`src/rtl/exe_pkg.sv`:
```
// Shared definitions for the execute stage.
//   - ALU opcode encodings
//   - multiply FSM state encoding
//   - operand-forwarding select encoding
//   - EXE/MEM control bundle
package exe_pkg;

  localparam logic [2:0] OP_ADD = 3'b000;
  localparam logic [2:0] OP_SUB = 3'b001;
  localparam logic [2:0] OP_AND = 3'b010;
  localparam logic [2:0] OP_OR  = 3'b011;
  localparam logic [2:0] OP_XOR = 3'b100;
  localparam logic [2:0] OP_SLL = 3'b101;
  localparam logic [2:0] OP_MUL = 3'b110;
  localparam logic [2:0] OP_SLT = 3'b111;

  typedef enum logic [1:0] {
    ST_IDLE = 2'd0,
    ST_BUSY = 2'd1,
    ST_DONE = 2'd2
  } mul_state_e;

  typedef enum logic [1:0] {
    FWD_NONE  = 2'd0,
    FWD_EXMEM = 2'd1,
    FWD_MEMWB = 2'd2
  } fwd_sel_e;

  typedef struct packed {
    logic mem_write;
    logic mem_read;
    logic mem_to_reg;
    logic wen;
  } ctrl_t;

endpackage

```
`src/rtl/exe_stage_seq_multiplier.sv`:
```
// Iterative shift-add multiplier, one multiplier bit per cycle.
//   clk, rst   : clock, synchronous active-high reset
//   start_i    : accepted only in IDLE; latches a_i/b_i
//   a_i, b_i   : operands
//   busy_o     : high for DSIZE cycles while accumulating
//   done_o     : high for one cycle; product_o valid
//   product_o  : low DSIZE bits of a*b
module seq_multiplier
  import exe_pkg::*;
#(
  parameter int DSIZE = 16
) (
  input  logic             clk,
  input  logic             rst,
  input  logic             start_i,
  input  logic [DSIZE-1:0] a_i,
  input  logic [DSIZE-1:0] b_i,
  output logic             busy_o,
  output logic             done_o,
  output logic [DSIZE-1:0] product_o
);

  localparam int CW = $clog2(DSIZE);

  mul_state_e       state_q, state_d;
  logic [CW-1:0]    cnt_q, cnt_d;
  logic [DSIZE-1:0] a_q, a_d, b_q, b_d, acc_q, acc_d;

  always_ff @(posedge clk) begin
    if (rst) begin
      state_q <= ST_IDLE;
      cnt_q   <= '0;
      a_q     <= '0;
      b_q     <= '0;
      acc_q   <= '0;
    end else begin
      state_q <= state_d;
      cnt_q   <= cnt_d;
      a_q     <= a_d;
      b_q     <= b_d;
      acc_q   <= acc_d;
    end
  end

  always_comb begin
    state_d = state_q;
    cnt_d   = cnt_q;
    a_d     = a_q;
    b_d     = b_q;
    acc_d   = acc_q;
    case (state_q)
      ST_IDLE: begin
        if (start_i) begin
          a_d     = a_i;
          b_d     = b_i;
          acc_d   = '0;
          cnt_d   = '0;
          state_d = ST_BUSY;
        end
      end
      ST_BUSY: begin
        // partial products above bit DSIZE-1 fall off: result wraps
        if (b_q[cnt_q]) acc_d = acc_q + (a_q << cnt_q);
        cnt_d = cnt_q + CW'(1);
        if (cnt_q == CW'(DSIZE - 1)) state_d = ST_DONE;
      end
      ST_DONE: state_d = ST_IDLE;
      default: state_d = ST_IDLE;
    endcase
  end

  assign busy_o    = (state_q == ST_BUSY);
  assign done_o    = (state_q == ST_DONE);
  assign product_o = acc_q;

endmodule

```
`src/rtl/exe_stage.sv`:
```
// Execute stage: operand forwarding, ALU, branch/jal resolution,
// iterative MUL with front-end stall, and the EXE/MEM pipeline register.
//   Inputs : ID/EXE bundle (rdata*, imm, opcode, controls, npc),
//            EXE/MEM and MEM/WB forwarding sources
//   Outputs: stall_out, branch_taken_out/branch_target_out (combinational),
//            registered EXE/MEM bundle (alu/wdata/waddr + controls)
module exe_stage
  import exe_pkg::*;
#(
  parameter int DSIZE = 16,
  parameter int ASIZE = 5,
  parameter int ISIZE = 16
) (
  input  logic             clk,
  input  logic             rst,
  input  logic [DSIZE-1:0] rdata1_in,
  input  logic [DSIZE-1:0] rdata2_in,
  input  logic [DSIZE-1:0] imm_in,
  input  logic [2:0]       opcode_in,
  input  logic             alusrc_in,
  input  logic [ASIZE-1:0] waddr_in,
  input  logic [ASIZE-1:0] rs1_in,
  input  logic [ASIZE-1:0] rs2_in,
  input  logic             memWrite_in,
  input  logic             memRead_in,
  input  logic             memToReg_in,
  input  logic             WriteEn_in,
  input  logic             branch_in,
  input  logic             jal_in,
  input  logic [ISIZE-1:0] npc_in,
  input  logic             exmem_wen_fwd,
  input  logic [ASIZE-1:0] exmem_waddr_fwd,
  input  logic [DSIZE-1:0] exmem_data_fwd,
  input  logic             memwb_wen_fwd,
  input  logic [ASIZE-1:0] memwb_waddr_fwd,
  input  logic [DSIZE-1:0] memwb_data_fwd,
  output logic             stall_out,
  output logic             branch_taken_out,
  output logic [ISIZE-1:0] branch_target_out,
  output logic [DSIZE-1:0] alu_out,
  output logic [DSIZE-1:0] wdata_out,
  output logic [ASIZE-1:0] waddr_out,
  output logic             memWrite_out,
  output logic             memRead_out,
  output logic             memToReg_out,
  output logic             WriteEn_out
);

  localparam int SHW = $clog2(DSIZE);

  fwd_sel_e         sel_a, sel_b;
  logic [DSIZE-1:0] fwd_a, fwd_b, op_b, alu_res;
  ctrl_t            ctrl_in;

  // ---------------- forwarding ----------------
  always_comb begin
    sel_a = FWD_NONE;
    sel_b = FWD_NONE;
    if (exmem_wen_fwd && (exmem_waddr_fwd != '0) && (exmem_waddr_fwd == rs1_in))
      sel_a = FWD_EXMEM;
    else if (memwb_wen_fwd && (memwb_waddr_fwd != '0) && (memwb_waddr_fwd == rs1_in))
      sel_a = FWD_MEMWB;
    if (exmem_wen_fwd && (exmem_waddr_fwd != '0) && (exmem_waddr_fwd == rs2_in))
      sel_b = FWD_EXMEM;
    else if (memwb_wen_fwd && (memwb_waddr_fwd != '0) && (memwb_waddr_fwd == rs2_in))
      sel_b = FWD_MEMWB;
  end

  always_comb begin
    case (sel_a)
      FWD_EXMEM: fwd_a = exmem_data_fwd;
      FWD_MEMWB: fwd_a = memwb_data_fwd;
      default:   fwd_a = rdata1_in;
    endcase
    case (sel_b)
      FWD_EXMEM: fwd_b = exmem_data_fwd;
      FWD_MEMWB: fwd_b = memwb_data_fwd;
      default:   fwd_b = rdata2_in;
    endcase
  end

  assign op_b = alusrc_in ? imm_in : fwd_b;

  // ---------------- ALU ----------------
  always_comb begin
    alu_res = '0;
    case (opcode_in)
      OP_ADD: alu_res = fwd_a + op_b;
      OP_SUB: alu_res = fwd_a - op_b;
      OP_AND: alu_res = fwd_a & op_b;
      OP_OR:  alu_res = fwd_a | op_b;
      OP_XOR: alu_res = fwd_a ^ op_b;
      OP_SLL: alu_res = fwd_a << op_b[SHW-1:0];
      OP_SLT: alu_res = {{(DSIZE-1){1'b0}}, ($signed(fwd_a) < $signed(op_b))};
      default: alu_res = '0;  // MUL result comes from the multiplier
    endcase
  end

  // ---------------- multiply ----------------
  logic             mul_busy, mul_done, mul_start;
  logic [DSIZE-1:0] mul_prod;
  ctrl_t            mctrl_q;
  logic [ASIZE-1:0] mwaddr_q;
  logic [DSIZE-1:0] mwdata_q;

  // No start in DONE: the same MUL is still sitting in ID/EXE that cycle.
  assign mul_start = (opcode_in == OP_MUL) && !mul_busy && !mul_done;
  assign stall_out = mul_start || mul_busy;

  seq_multiplier #(.DSIZE(DSIZE)) u_mul (
    .clk       (clk),
    .rst       (rst),
    .start_i   (mul_start),
    .a_i       (fwd_a),
    .b_i       (op_b),
    .busy_o    (mul_busy),
    .done_o    (mul_done),
    .product_o (mul_prod)
  );

  assign ctrl_in = '{mem_write: memWrite_in, mem_read: memRead_in,
                     mem_to_reg: memToReg_in, wen: WriteEn_in};

  // Forwarding sources drain during the stall, so capture everything at start.
  always_ff @(posedge clk) begin
    if (rst) begin
      mctrl_q  <= '0;
      mwaddr_q <= '0;
      mwdata_q <= '0;
    end else if (mul_start) begin
      mctrl_q  <= ctrl_in;
      mwaddr_q <= waddr_in;
      mwdata_q <= fwd_b;
    end
  end

  // ---------------- branch / jal ----------------
  assign branch_taken_out  = !stall_out && (jal_in || (branch_in && (fwd_a == fwd_b)));
  assign branch_target_out = npc_in + ISIZE'(imm_in);

  // ---------------- EXE/MEM register ----------------
  logic [DSIZE-1:0] alu_q, alu_d, wdata_q, wdata_d;
  logic [ASIZE-1:0] waddr_q, waddr_d;
  ctrl_t            ctrl_q, ctrl_d;

  always_comb begin
    alu_d   = '0;
    wdata_d = '0;
    waddr_d = '0;
    ctrl_d  = '0;  // bubble while stalled
    if (!stall_out) begin
      if (mul_done) begin
        alu_d   = mul_prod;
        wdata_d = mwdata_q;
        waddr_d = mwaddr_q;
        ctrl_d  = mctrl_q;
      end else begin
        alu_d   = jal_in ? DSIZE'(npc_in) : alu_res;
        wdata_d = fwd_b;
        waddr_d = waddr_in;
        ctrl_d  = ctrl_in;
      end
    end
  end

  always_ff @(posedge clk) begin
    if (rst) begin
      alu_q   <= '0;
      wdata_q <= '0;
      waddr_q <= '0;
      ctrl_q  <= '0;
    end else begin
      alu_q   <= alu_d;
      wdata_q <= wdata_d;
      waddr_q <= waddr_d;
      ctrl_q  <= ctrl_d;
    end
  end

  assign alu_out      = alu_q;
  assign wdata_out    = wdata_q;
  assign waddr_out    = waddr_q;
  assign memWrite_out = ctrl_q.mem_write;
  assign memRead_out  = ctrl_q.mem_read;
  assign memToReg_out = ctrl_q.mem_to_reg;
  assign WriteEn_out  = ctrl_q.wen;

endmodule

```
`config.mk`:
```
export PLATFORM = sky130hd
export DESIGN_NAME = exe_stage
export DESIGN_NICKNAME = d
export VERILOG_FILES = /design/src/rtl/exe_pkg.sv /design/src/rtl/exe_stage_seq_multiplier.sv /design/src/rtl/exe_stage.sv
export SDC_FILE = /design/constraint.sdc
export NUM_CORES = 1
export LEC_CHECK = 0
export ABC_AREA = 1
export CAP_MARGIN = 10
export CORE_AREA = 2 2 195 197
export DETAILED_ROUTE_END_ITERATION = 12
export DIE_AREA = 0 0 197 199
export GPL_TIMING_DRIVEN = 1
export PLACE_DENSITY = 0.54
export REMOVE_ABC_BUFFERS = 1
export SYNTH_ARGS = -nofsm -noshare
export SYNTH_HDL_FRONTEND = slang
export SYNTH_SLANG_ARGS = --single-unit
```
`constraint.sdc`:
```
create_clock -name clk -period 3.9 [get_ports clk]
set_input_delay 0.78 -clock clk [delete_from_list [all_inputs] [get_ports clk]]
set_output_delay 0.78 -clock clk [all_outputs]
set_load 0.02 [all_outputs]
```
==> metrics.txt <==
post-synth top area share=0.219; 1st-iter DRT viols=roughly 1,000; XOR/XNOR share of the synthesized area=0.0367; post-synthesis sequential area ratio=0.219; cts bufs inserted=17; Top Layer Used=met4; Top Family by Delay on Critical Path=simple AND/OR/NAND/NOR gates; most common cell after layout, fill and taps aside=nand2_1; Worst EP arrival=between 3 and 4 ns; CTS Hold Bufs=0; Crit. End Element=primary output; Top FF cell, synth=dfxtp_1; post-route clock period utilization=0.988; # DRC=0; fraction of layout cells with a size suffix above 1=0.294; met2 routed WL=roughly 23,000 um; Tmin final=3.85 ns; # port buffers=between 150 and 200; first-pass GRT wire length=between 70,000 and 80,000 um; yosys warns=0; Clock Pin Slew Worst Setup and Hold Paths=~0.060 ns; Cell variety after synth=66; final core utilization=0.465; commonest non-fill, non-tap cells in the layout=nand2_1 (327), buf_4 (315), a21oi_1 (175); mean post-synth cell area=6.55 um2; fmax=about 260 MHz; largest family of logic cells by synthesized area=simple AND/OR/NAND/NOR gates; Final setup violation count=0; post-synthesis cell area=11,000 um2; Num Clock Sinks=120; # Max-Cap Violations=0; row count=a little over 70; drt wl/cell=around 19 um; Yosys reg bits=120; later-pin clock latency in the skew report=approximately 0.43 ns; drt total wl=49,300 um; Die Span Y=199 um; Initial Util=0.296; worst min-delay path category=reg2reg; RSZ-0062 raised after global routing=true; Avg Vias per Cell=around 5.1; mux contribution to synthesized area=0.00182; Slew headroom=0.490; NumNets Final=roughly 2,400; CORE AREA=between 30,000 and 40,000 um2; Post-DP HPWL=around 39,000 um; area leader, netlist=dfxtp_1; worst clock skew=0.00733 ns; largest net degree at the start of global routing=64; Synth Instances=1,677; setup tns final=0 ns; Routability Congestion=around 1; clk buf depth=2; Worst VDD drop=approximately 0.33 mV; synth top area cells=dfxtp_1 (22%), nand2_1 (12%), ha_1 (9.3%); crit path kind=in2out; Overall Power=~5.3 mW; Die Area=slightly below 40,000 um2; 1st-pass router iterations=6; num ports=a little under 200; Tot GR Track Use=0.247; wl on met1=roughly 22,000 um; CP max FO=6; DR WL met3=about 2800 um; Syn-to-layout area delta=57.4%; Startpoint Class=input port; WP buf/inv=6; Synth async-reset ratio=0; Die W=about 200 um; status=finished clean; CP max stage delay=approximately 0.25 ns; H-tree depth=4; final antenna-violating net count=0; # diodes=0; via count=roughly 13,000; Max stage delay cell, worst path=nor3_4; Leak=~8 nW; critical-path cell list=buf_2 -> buf_4 -> xnor2_4 -> nand2_2 -> nor3_4 -> buf_6 -> buf_8 -> nand3b_1 -> nand3b_4 -> buf_4 -> nor2_1 -> a21oi_1 -> nand4_1 -> nor2_1 -> nand2_2 -> a21oi_4 -> buf_6; Post-Synth Simple-Gate Area=0.308; root buf cell=clkbuf_16; Cell Pwr Density=304 nW/um2; CTS tree=built; number of global-route vias before repair=between 10,000 and 15,000; worst-margin pin slew=around 0.76 ns; gr ovfl total=0; initial antenna violation count=0; fin. max-slew vios=0; number of synthesized flops with an enable pin=0; Compound-Gate Fraction of Synth Area=0.238; Worst Path Required=between 3 and 4 ns; Synth Area in Adders=0.101; final hold violation count=0
==> per-stage QoR <==
stage	instances	setup slack, ns	cell area [um2]	hold slack (ns)
floorplan	1603	-0.233	10600	0.446
global route	2643	-0.0504	17300	0.495
finish	2643	0.0473	17300	0.468
global placement	2549	-1.00	15300	0.453
CTS	2617	-0.00806	16600	0.467
detailed placement	2549	-1.04	15300	0.456
==> registers in the layout (all words and copies together), names as in the netlist <==
signal	cells
alu_out	16
mwdata_q	16
u_mul.a_q	16
u_mul.b_q	16
u_mul.product_o	16
wdata_out	16
mwaddr_q	5
waddr_out	5
mctrl_q	4
u_mul.cnt_q	4
u_mul.state_q	2
WriteEn_out	1
memRead_out	1
memToReg_out	1
memWrite_out	1
==> cells in the mapped netlist (10+ instances only) <==
master / instances
inv_1: 161
nor3_1: 22
a21oi_1: 189
nand3_1: 129
xnor2_1: 13
a21oi_2: 10
buf_6: 10
dfxtp_1: 120
xor2_1: 33
clkbuf_1: 50
ha_1: 82
nor2_1: 111
nand2_1: 344
or2_2: 22
o21ai_0: 184
nand4_1: 13
nand3b_1: 16
==> cell type report <==
cell class,count,area [um2]
Fill cell,3776,19900
Multi-Input combinational cell,1305,8330
Timing Repair Buffer,533,4580
Sequential cell,120,2400
Inverter,178,697
Tap cell,474,593
Clock buffer,19,453
Clock inverter,13,215
Timing Repair inverter,1,5.00
==> where the power goes <==
| part | total, mW | internal, mW | switching (mW) |
|---|---|---|---|
| clock network | 1.81 | 1.17 | 0.639 |
| logic | 2.12 | 0.972 | 1.15 |
| registers | 1.32 | 1.29 | 0.0327 |
==> logic make-up (layout without fill, tap and decap cells) <==
| group | count (synthesis) | in the layout |
|---|---|---|
| AND/OR/NAND/NOR | 712 | 712 |
| AO/OA/AOI/OAI | 459 | 459 |
| buffers and inverters | 252 | 744 |
| flip-flops | 120 | 120 |
| adder cells (fa/ha/maj) | 86 | 86 |
| XOR/XNOR | 46 | 46 |
| multiplexers | 2 | 2 |
==> path summary, 6_finish.rpt <==
path,from,to,slack (ns),cells past startpoint
hold / removal,mwaddr_q[2],waddr_out[2],0.47,2
setup reg to reg,u_mul.cnt_q[0],u_mul.product_o[14],0.38,21
setup / recovery,memwb_waddr_fwd[1],branch_taken_out,0.05,17
hold reg to reg,mwaddr_q[2],waddr_out[2],0.47,2
==> worst register-to-register path, delay by kind of cell, from the launching register on <==
family	cells	cell delay (ns)
adders and majority gates	1	0.34
DFF	1	0.43
AOI/OAI and AO/OA	9	1.28
and+or+nand+nor	8	0.85
buffers and inverters	3	0.55
==> what timing repair did <==
item                       in CTS  in global routing
pin swaps                      58                 79
gates cloned                    2                  1
setup buffers                  34                 29
setup endpoints to repair      29                 20
resized for setup             204                156
==> layer usage <==
| layer | up-vias | GRT usage |
|---|---|---|
| met3 | 67 | 0.0365 |
| li1 | 6612 | - |
| met2 | 461 | 0.414 |
| met1 | 6284 | 0.326 |
| met4 | 0 | 0.0746 |
| met5 | - | 0 |
(Power assumes the default switching activity.)
